File: src/rtl/alu_pkg.sv
// alu_pkg: opcodes, FSM states and the {remainder, quotient} packing helper.
package alu_pkg;
  localparam logic [4:0] OP_OR   = 5'd0;
  localparam logic [4:0] OP_AND  = 5'd1;
  localparam logic [4:0] OP_ADD  = 5'd2;
  localparam logic [4:0] OP_SUB  = 5'd3;
  localparam logic [4:0] OP_ADDU = 5'd4;
  localparam logic [4:0] OP_MUL  = 5'd5;
  localparam logic [4:0] OP_DIV  = 5'd6;
  localparam logic [4:0] OP_DIVU = 5'd7;
  localparam logic [4:0] OP_SHL  = 5'd8;
  localparam logic [4:0] OP_SHR  = 5'd9;
  localparam logic [4:0] OP_SHRA = 5'd10;
  localparam logic [4:0] OP_ROL  = 5'd11;
  localparam logic [4:0] OP_ROR  = 5'd12;
  localparam logic [4:0] OP_NEG  = 5'd13;
  localparam logic [4:0] OP_NOT  = 5'd14;

  typedef enum logic [1:0] {S_IDLE, S_EXEC, S_DIV_RUN, S_DIV_FIX} state_e;

  // Packs remainder above quotient; w is the operand width (up to 64).
  function automatic logic [127:0] pack_rq(input logic [63:0] rem, input logic [63:0] quot, input int w);
    return (128'(rem) << w) | 128'(quot);
  endfunction
endpackage

File: src/rtl/seq_divider.sv
// seq_divider: restoring divider, one quotient bit per clock on magnitudes,
// with the sign fix-up applied on the outputs.
module seq_divider import alu_pkg::*; #(
  parameter int W = 32
) (
  input  logic         clk,
  input  logic         reset,
  input  logic         start,
  input  logic         signed_mode,
  input  logic [W-1:0] dividend,
  input  logic [W-1:0] divisor,
  output logic [W-1:0] quotient,
  output logic [W-1:0] remainder,
  output logic         div_zero,
  output logic         done
);
  localparam int CW = $clog2(W + 1);
  logic [W-1:0] q_q, r_q, d_q;
  logic [CW-1:0] cnt_q;
  logic run_q, done_q, qn_q, rn_q, sa, sb;
  logic [W:0] sh, diff;
  assign sa = signed_mode & dividend[W-1];
  assign sb = signed_mode & divisor[W-1];
  assign sh = {r_q, q_q[W-1]};
  assign diff = sh - {1'b0, d_q};
  assign div_zero = divisor == '0;
  // Remainder follows the dividend's sign, so truncation is toward zero.
  assign quotient = qn_q ? -q_q : q_q;
  assign remainder = rn_q ? -r_q : r_q;
  assign done = done_q;
  always_ff @(posedge clk) begin
    if (reset) begin
      run_q <= 1'b0;
      done_q <= 1'b0;
      cnt_q <= '0;
      q_q <= '0;
      r_q <= '0;
      d_q <= '0;
      qn_q <= 1'b0;
      rn_q <= 1'b0;
    end else if (start) begin
      run_q <= 1'b1;
      done_q <= 1'b0;
      cnt_q <= CW'(W);
      q_q <= sa ? -dividend : dividend;
      r_q <= '0;
      d_q <= sb ? -divisor : divisor;
      qn_q <= sa ^ sb;
      rn_q <= sa;
    end else begin
      done_q <= run_q && cnt_q == CW'(1);
      if (run_q) begin
        cnt_q <= cnt_q - CW'(1);
        run_q <= cnt_q != CW'(1);
        r_q <= diff[W] ? sh[W-1:0] : diff[W-1:0];
        q_q <= {q_q[W-2:0], ~diff[W]};
      end
    end
  end
endmodule

File: src/rtl/alu_multicycle.sv
// alu_multicycle: handshaked ALU; single-cycle ops complete in one registered
// step, DIV/DIVU run through seq_divider.
module alu_multicycle import alu_pkg::*; #(
  parameter int DATA_WIDTH  = 32,
  parameter int OP_WIDTH    = 5,
  parameter int SHAMT_WIDTH = $clog2(DATA_WIDTH)
) (
  input  logic                    clk,
  input  logic                    reset,
  input  logic                    start,
  input  logic [OP_WIDTH-1:0]     op,
  input  logic [DATA_WIDTH-1:0]   A,
  input  logic [DATA_WIDTH-1:0]   B,
  output logic [2*DATA_WIDTH-1:0] result,
  output logic                    busy,
  output logic                    done,
  output logic                    div_by_zero,
  output logic                    illegal_op,
  output logic                    carry_out
);
  localparam int W = DATA_WIDTH;
  state_e state_q;
  logic [OP_WIDTH-1:0] op_q;
  logic [W-1:0] a_q, b_q, quot, rem;
  logic [2*W-1:0] result_q, res_d, prod;
  logic done_q, dz_q, ill_q, cy_q, cy_d, dz_d, ill_d;
  logic is_div, div_zero, div_go, div_done;
  logic [SHAMT_WIDTH-1:0] sh;
  logic [SHAMT_WIDTH:0] sh_inv;
  logic [W:0] sum, dif;

  function automatic logic [2*W-1:0] zx(input logic [W-1:0] v);
    return {{W{1'b0}}, v};
  endfunction

  function automatic logic [2*W-1:0] sx(input logic [W-1:0] v);
    return {{W{v[W-1]}}, v};
  endfunction

  assign is_div = op == OP_DIV || op == OP_DIVU;
  // A zero divisor skips the divider and finishes through EXEC with latency 1.
  assign div_go = state_q == S_IDLE && start && is_div && !div_zero;

  seq_divider #(.W(W)) u_div (
    .clk(clk), .reset(reset), .start(div_go), .signed_mode(op == OP_DIV),
    .dividend(A), .divisor(B), .quotient(quot), .remainder(rem),
    .div_zero(div_zero), .done(div_done)
  );

  assign sh = b_q[SHAMT_WIDTH-1:0];
  assign sh_inv = (SHAMT_WIDTH + 1)'(W) - {1'b0, sh};
  assign sum = {1'b0, a_q} + {1'b0, b_q};
  assign dif = {1'b0, a_q} - {1'b0, b_q};
  assign prod = (2*W)'($signed(a_q)) * (2*W)'($signed(b_q));

  always_comb begin
    res_d = '0;
    cy_d = 1'b0;
    dz_d = 1'b0;
    ill_d = 1'b0;
    case (op_q)
      OP_OR:   res_d = zx(a_q | b_q);
      OP_AND:  res_d = zx(a_q & b_q);
      OP_ADD:  begin res_d = sx(sum[W-1:0]); cy_d = sum[W]; end
      OP_SUB:  begin res_d = sx(dif[W-1:0]); cy_d = dif[W]; end
      OP_ADDU: begin res_d = zx(sum[W-1:0]); cy_d = sum[W]; end
      OP_MUL:  res_d = prod;
      OP_DIV, OP_DIVU: begin res_d = {a_q, {W{1'b1}}}; dz_d = 1'b1; end
      OP_SHL:  res_d = zx(a_q << sh);
      OP_SHR:  res_d = zx(a_q >> sh);
      OP_SHRA: res_d = zx($signed(a_q) >>> sh);
      OP_ROL:  res_d = zx((a_q << sh) | (a_q >> sh_inv));
      OP_ROR:  res_d = zx((a_q >> sh) | (a_q << sh_inv));
      OP_NEG:  res_d = sx(-a_q);
      OP_NOT:  res_d = zx(~a_q);
      default: ill_d = 1'b1;
    endcase
  end

  always_ff @(posedge clk) begin
    if (reset) begin
      state_q <= S_IDLE;
      op_q <= '0;
      a_q <= '0;
      b_q <= '0;
      result_q <= '0;
      done_q <= 1'b0;
      dz_q <= 1'b0;
      ill_q <= 1'b0;
      cy_q <= 1'b0;
    end else begin
      done_q <= 1'b0;
      dz_q <= 1'b0;
      ill_q <= 1'b0;
      cy_q <= 1'b0;
      case (state_q)
        S_IDLE: if (start) begin
          op_q <= op;
          a_q <= A;
          b_q <= B;
          state_q <= div_go ? S_DIV_RUN : S_EXEC;
        end
        S_EXEC: begin
          result_q <= res_d;
          done_q <= 1'b1;
          dz_q <= dz_d;
          ill_q <= ill_d;
          cy_q <= cy_d;
          state_q <= S_IDLE;
        end
        S_DIV_RUN: if (div_done) state_q <= S_DIV_FIX;
        default: begin
          result_q <= (2*W)'(pack_rq(64'(rem), 64'(quot), W));
          done_q <= 1'b1;
          state_q <= S_IDLE;
        end
      endcase
    end
  end

  assign result = result_q;
  assign busy = state_q != S_IDLE;
  assign done = done_q;
  assign div_by_zero = dz_q;
  assign illegal_op = ill_q;
  assign carry_out = cy_q;
endmodule
File: config.mk
export PLATFORM = sky130hd
export DESIGN_NAME = alu_multicycle
export DESIGN_NICKNAME = d
export VERILOG_FILES = /design/src/rtl/alu_pkg.sv /design/src/rtl/seq_divider.sv /design/src/rtl/alu_multicycle.sv
export SDC_FILE = /design/constraint.sdc
export NUM_CORES = 2
export LEC_CHECK = 0
export ABC_AREA = 1
export BUFFER_PORTS_ARGS = -buffer_cell sky130_fd_sc_hd__buf_2
export CAP_MARGIN = 25
export CORE_MARGIN = 3
export CORE_UTILIZATION = 55
export DETAILED_ROUTE_END_ITERATION = 10
export HOLD_SLACK_MARGIN = 0.12
export PLACE_DENSITY = 0.7
export SLEW_MARGIN = 20
export SYNTH_ARGS = -nofsm -noshare
export SYNTH_HDL_FRONTEND = slang
export SYNTH_HIERARCHICAL = 1
export SYNTH_SLANG_ARGS = --single-unit
File: constraint.sdc
create_clock -name clk -period 21.9 [get_ports clk]
set_input_delay 1.095 -clock clk [delete_from_list [all_inputs] [get_ports clk]]
set_output_delay 1.095 -clock clk [all_outputs]
set_load 0.02 [all_outputs]
# --- Word level (Yosys, flattened, before mapping) ---
# Cells that the tools add are included.
word_totals:
  memories: 0
  mem_bits_rw: 0
  latch_bits: 0
  input_bits: 72
  wordCells: 107
  out_inout_bits: 69
  romBits: 0
  register_bits: 245
op_classes:
  n_div: 0
  n_shift: 5
  eq_ne: 22
  magnitude_cmp: 0
  reduce_logical: 19
  bitwise: 11
  mux: 21
  addsub: 10
  n_mul: 1
op_table:
  columns: ["op", "n"]
  rows:
  - ["$pmux 64 s14", 1]
  - ["$mux 32", 7]
  - ["$neg 32->32", 5]
  - ["$pmux 64 s2", 1]
  - ["$or 32x32->32", 3]
  - ["$mul 32x32->64", 1]
  - ["$or 64x32->64", 1]
  - ["$eq 5x4->1 const B", 7]
  - ["$add 32x32->33", 1]
  - ["$sub 32x32->33", 1]
  - ["$sub 33x32->33", 1]
  - ["$and 32x32->32", 1]
  - ["$logic_not 32->1", 1]
  - ["$not 32->32", 1]
  - ["$shl 32x5->32", 1]
  - ["$shl 32x6->32", 1]
  - ["$shr 32x5->32", 1]
  - ["$shr 32x6->32", 1]
  - ["$sshr 32x5->32", 1]
  - ["$eq 5x3->1 const B", 6]
  - ["$reduce_or 15->1", 1]
  - ["$mux 6", 2]
  - ["$eq 5x2->1 const B", 2]
  - ["$reduce_or 2->1", 5]
  - ["other kinds (23)", 36]

# --- Depth between registers and ports, before layout ---
logic_depth:
  depth_word: 7
  mapped_depth: 36
  ltp_nobuf: 33

# --- By module ---
# The synthesis kept the hierarchy.
modules_own_cells:
  columns: ["module", "area_each_um2", "instances", "cells_each", "seq_area_each_um2"]
  rows:
  - ["alu_multicycle", 59883.7, 1, 8943, 2782.7]
  - ["seq_divider", 10520.1, 1, 1867, 2122.0]

# --- Least setup slack after synthesis ---
# No wires, ideal clock.
synth_path:
  path_type: "register to register"
  startpoint: "reg a_q[31]"
  endpoint: "reg result_q[52], in the netlist result[52]"
  setup_ns: 0.122
  arrival_ns: 7.638
  path_stages_with_launch: 34
  path_buffers: 3
  t_required_ns: 21.778
  setup_slack_ns: 14.140
  synth_period_minus_slack_ns: 7.760
  path_cell_list: "dfxtp_1 buf_2 clkbuf_1 buf_1 nand2_1 inv_1 fa_1 inv_1 fa_1 inv_1 fa_1 fa_1 inv_1 fa_1 inv_1 fa_1 inv_1 fa_1 inv_1 fa_1 ha_1 nand2_1 inv_1 nand2_1 nor3_1 nand2_1 nor3_1 nand2_1 nand3_1 nand2_1 nand3_1 nand3_2 nand2_2 a21oi_2"
synth_between:
  elab_chain_cells: 3
  word_cells_on_any_way: 6
  cone_classes: "add/sub: 3; mul: 1; mux: 2"
synth_lines:
  columns: ["element", "line_no", "rtl"]
  rows:
  - ["start, declared", "alu_multicycle.sv:24", "logic [W-1:0] a_q, b_q, quot, rem;"]
  - ["start signal, assigned", "alu_multicycle.sv:84", "a_q <= '0;"]
  - ["start signal, assigned", "alu_multicycle.sv:99", "a_q <= A;"]
  - ["$mul 32x32->64 (tied with other cells)", "alu_multicycle.sv:54", "assign prod = (2*W)'($signed(a_q)) * (2*W)'($signed(b_q));"]
  - ["$pmux 64 s14 (*)", "alu_multicycle.sv:61", "case (op_q)"]
  - ["$pmux 64 s2 (*)", "alu_multicycle.sv:96", "case (state_q)"]
  - ["end signal, assigned", "alu_multicycle.sv:104", "result_q <= res_d;"]
  - ["end signal, assigned", "alu_multicycle.sv:113", "result_q <= (2*W)'(pack_rq(64'(rem), 64'(quot), W));"]
  - ["end, declared", "alu_multicycle.sv:25", "logic [2*W-1:0] result_q, res_d, prod;"]
# Mark *: on every way between the ends. The rest lies on a longest branch, timed or not.
# A chain may end at the register's enable or synchronous reset.

# --- Worst setup path in the final report ---
layout_path:
  startpoint: "reg b_q[4]"
  endpoint: "reg result_q[49], in the netlist result[49]"
layout_between:
  elab_chain_cells: 3
  word_cells_on_any_way: 5
  cone_classes: "add/sub: 2; mul: 1; mux: 2"
layout_lines:
  columns: ["element", "line_no", "rtl"]
  rows:
  - ["start, declared", "alu_multicycle.sv:24", null]
  - ["start signal, assigned", "alu_multicycle.sv:85", "b_q <= '0;"]
  - ["start signal, assigned", "alu_multicycle.sv:100", "b_q <= B;"]
  - ["$mul 32x32->64 (tied with other cells)", "alu_multicycle.sv:54", null]
  - ["$pmux 64 s14 (*)", "alu_multicycle.sv:61", null]
  - ["$pmux 64 s2 (*)", "alu_multicycle.sv:96", null]
# Marked as above.

==> flow_summary.json <==
{
  "vias": 74580,
  "yosys_warnings": 6,
  "path_class": "reg2reg",
  "worst_slew_pin_slew_ns": 1.222,
  "post-cts-setup-buffers": 0,
  "grt_max_degree": 80,
  "synth_enable_flop_cells": 0,
  "crit_start": "b_q[4]",
  "cp_max_fo": 54,
  "p_total_mw": 7.552,
  "seq_area_frac_synth_pct": 6.967,
  "rr_worst_depth": 27,
  "grt_pass1_wl_mm": 469.7,
  "period_minus_slack_ns": 9.174,
  "synthArstFlopShare_pct": 0,
  "synth_compound_area_share_pct": 8.223,
  "clock_skew_ns": 0.08376,
  "hpwl_mm": 252.7,
  "yosysUniqueCellTypes": 58,
  "setup_tns_ns": 0,
  "syn_area_per_cell_sq_um": 6.513,
  "regToRegEndpoint": "result[49]",
  "clkLatencyLatePin_ns": 0.68,
  "p_leak_nw": 41.21,
  "slew_headroom_pct": 17.70,
  "synth.area.top_cells": "fa_1 31%, nand2_1 17%, inv_1 12%",
  "ant_nets": 0,
  "setup_viol_count_final": 0,
  "layout_commonest_cell": "nand2_1",
  "die_w_um": 363.8,
  "wl_per_cell_um": 26.10,
  "start_util_pct": 55.71,
  "post-place-ws_ns": 12.96,
  "synthCells": 10810,
  "rows": 130,
  "track_usage_pct": 47.89,
  "synth_xor_area_share_pct": 1.456,
  "drc": 2,
  "synth_simple_gate_area_share_pct": 30.87,
  "clockBufferDepth": 3,
  "cts_buffers": 30,
  "ctsHoldBuffers": 0,
  "cp_num_cells": 27,
  "peakVddDrop_uv": 157.7,
  "hp-class": "reg2reg",
  "r2r_setup_slack_ns": 12.73,
  "timing.final.crit_share_pct": 41.89,
  "n_fill_cell": 12370,
  "clk_pin_slew_ns": 0.07,
  "place_congestion": 1.147,
  "fin_nets": 12060,
  "drt_iter0_markers": 10850,
  "dpl_cell_area_sq_um": 71680,
  "core_sq_um": 126400,
  "violations": "design-rule violations",
  "pin_count": 141,
  "layout_common_cells": "3,095 x nand2_1, 2,274 x inv_1, 1,085 x fa_1",
  "grt_pass1_vias": 72890,
  "fin_area_sq_um": 72840,
  "io_buffers": 140,
  "drt_first_pass_iters": 11,
  "critPathBufInv": 6,
  "max_freq_mhz": 109.0,
  "worstPathArrival_ns": 9.69,
  "reg2reg_from": "b_q[4]",
  "cts_tree": "done",
  "critPathTopFamily": "adder cells",
  "die_h_um": 363.8,
  "cap_violations": 0,
  "endpoint_kind": "register",
  "setup.worst_path.end": "result[49]",
  "required_ns": 22.42,
  "fin_util_pct": 57.64,
  "cts_resized": 0,
  "max_stage_delay_ns": 0.93,
  "cp_common_cell": "fa_1",
  "drt_wl_total_mm": 320.3,
  "routed_via_density": 6.078,
  "power.density_nw_per_um2": 103.7,
  "rsz0062_at_grt": "false",
  "dieArea_sq_um": 132300,
  "start_kind": "register",
  "clock-root-buffer": "clkbuf_16",
  "drive_above_1_share_pct": 5.440,
  "synth_area_leader_cell": "fa_1",
  "synth_top_area_share_pct": 30.85,
  "yosys_register_bits": 245,
  "syn_area_sq_um": 70400,
  "synth-adder-area-share_pct": 36.57,
  "cp_slowest_cell": "fa_1",
  "grt-ovfl-total": 0,
  "area_growth_pct": 3.465,
  "synth_ff_type": "dfxtp_1",
  "worst_slack_ns": 12.73,
  "synth_top_family_by_area": "adder cells",
  "synth_nets": 12290,
  "outcome": "finished with violations",
  "synthMuxAreaShare_pct": 0,
  "hold_viol_final": 0,
  "finalMaxSlewViolations": 0,
  "antenna_found_initial": 19,
  "cts_htree_levels": 1,
  "numClockSinks": 245
}
## stage by stage
step	cells	hold slack (ns)
2_1_floorplan	10810	0.4222
3_3_place_gp	12200	0.4446
3_5_place_dp	12200	0.4433
4_1_cts	12250	0.4546
5_1_grt	12260	0.4831
6_report	12270	0.4571
## area by class of cell
type	instances	area [sq um]	share of cell area [%]
multi-input cells	7713	54320	74.58
inverters	2339	8791	12.07
flip-flops and latches	245	4962	6.812
well taps	1650	2064	2.834
repair buffers	254	1556	2.137
clock buffers	38	820.8	1.127
clock inverters	17	286.5	0.3933
diodes	15	37.54	0.05153
## Yosys cell counts (6+ instances only)
cell type  instances
o21bai_1          24
buf_2            104
a31oi_1            9
o21a_1             6
nand3_1         1019
nor4_1            12
clkbuf_1         276
xnor2_1           12
nand2_4            6
nand3_2           22
buf_4             35
o22ai_1           38
nand3b_1          25
buf_6             30
nor2_4            15
nor2_1           605
nor3_1            73
and2_1             6
inv_1           2277
o21ai_2            7
inv_2             49
nor2_2            22
nand2_1         3097
buf_1             68
xor2_1           105
ha_1             322
clkinv_1          11
nand2_2           49
fa_1            1085
a21oi_1          484
a21oi_2           25
o211ai_1          39
nor3_2             7
dfxtp_1          245
or2_2             10
o21ai_1           39
o21ai_0          371
nand4_1          134
## worst min-delay path: stages, from the launching register on
cell     delay [ns]
dfxtp_1        0.31
nand2_1        0.06
nand2_1        0.04
## sequential cells by signal, indices dropped and copies added, names as in the netlist, 2 cells and up
register / count
a_q: 32
b_q: 32
op_q: 5
result: 64
state_q: 2
u_div/cnt_q: 6
u_div/d_q: 32
u_div/q_q: 32
u_div/r_q: 32
## power by group
group	switching, mW	leakage (nW)	total [mW]	internal, mW
Sequential	0.0525	2.02	0.521	0.469
Combinational	4.43	38.7	6.45	2.02
Clock	0.242	0.538	0.580	0.339
## kinds of logic after synthesis
| family | count (synthesis) |
|---|---|
| and+or+nand+nor | 5120 |
| buffers and inverters | 2852 |
| adders and majority gates | 1407 |
| AOI/OAI and AO/OA | 1069 |
| DFF | 245 |
| xor gates and xnor gates | 117 |
## how the worst min path moves through the flow
| stage | cells after the start | start | endpoint | slack (ns) |
|---|---|---|---|---|
| after floorplan | 2 | u_div/d_q[16] | u_div/d_q[16] | 0.42 |
| after global placement | 2 | u_div/d_q[29] | u_div/d_q[29] | 0.44 |
| after detailed placement | 2 | u_div/d_q[29] | u_div/d_q[29] | 0.44 |
| final | 2 | u_div/d_q[29] | u_div/d_q[29] | 0.46 |
| after CTS | 2 | u_div/d_q[29] | u_div/d_q[29] | 0.45 |
| after global routing | 2 | u_div/q_q[2] | u_div/q_q[2] | 0.48 |
## routing by layer
layer | GRT usage, % | vias to the layer above | part of all wire (%)
li1 | - | 32250 | -
met1 | 60.05 | 35520 | 36
met2 | 68.97 | 5508 | 40
met3 | 17.70 | 1282 | 15
met4 | 31.56 | 20 | 8.6
met5 | 0.7988 | - | 0.10
No activity file was read; power rests on OpenSTA's default activity.
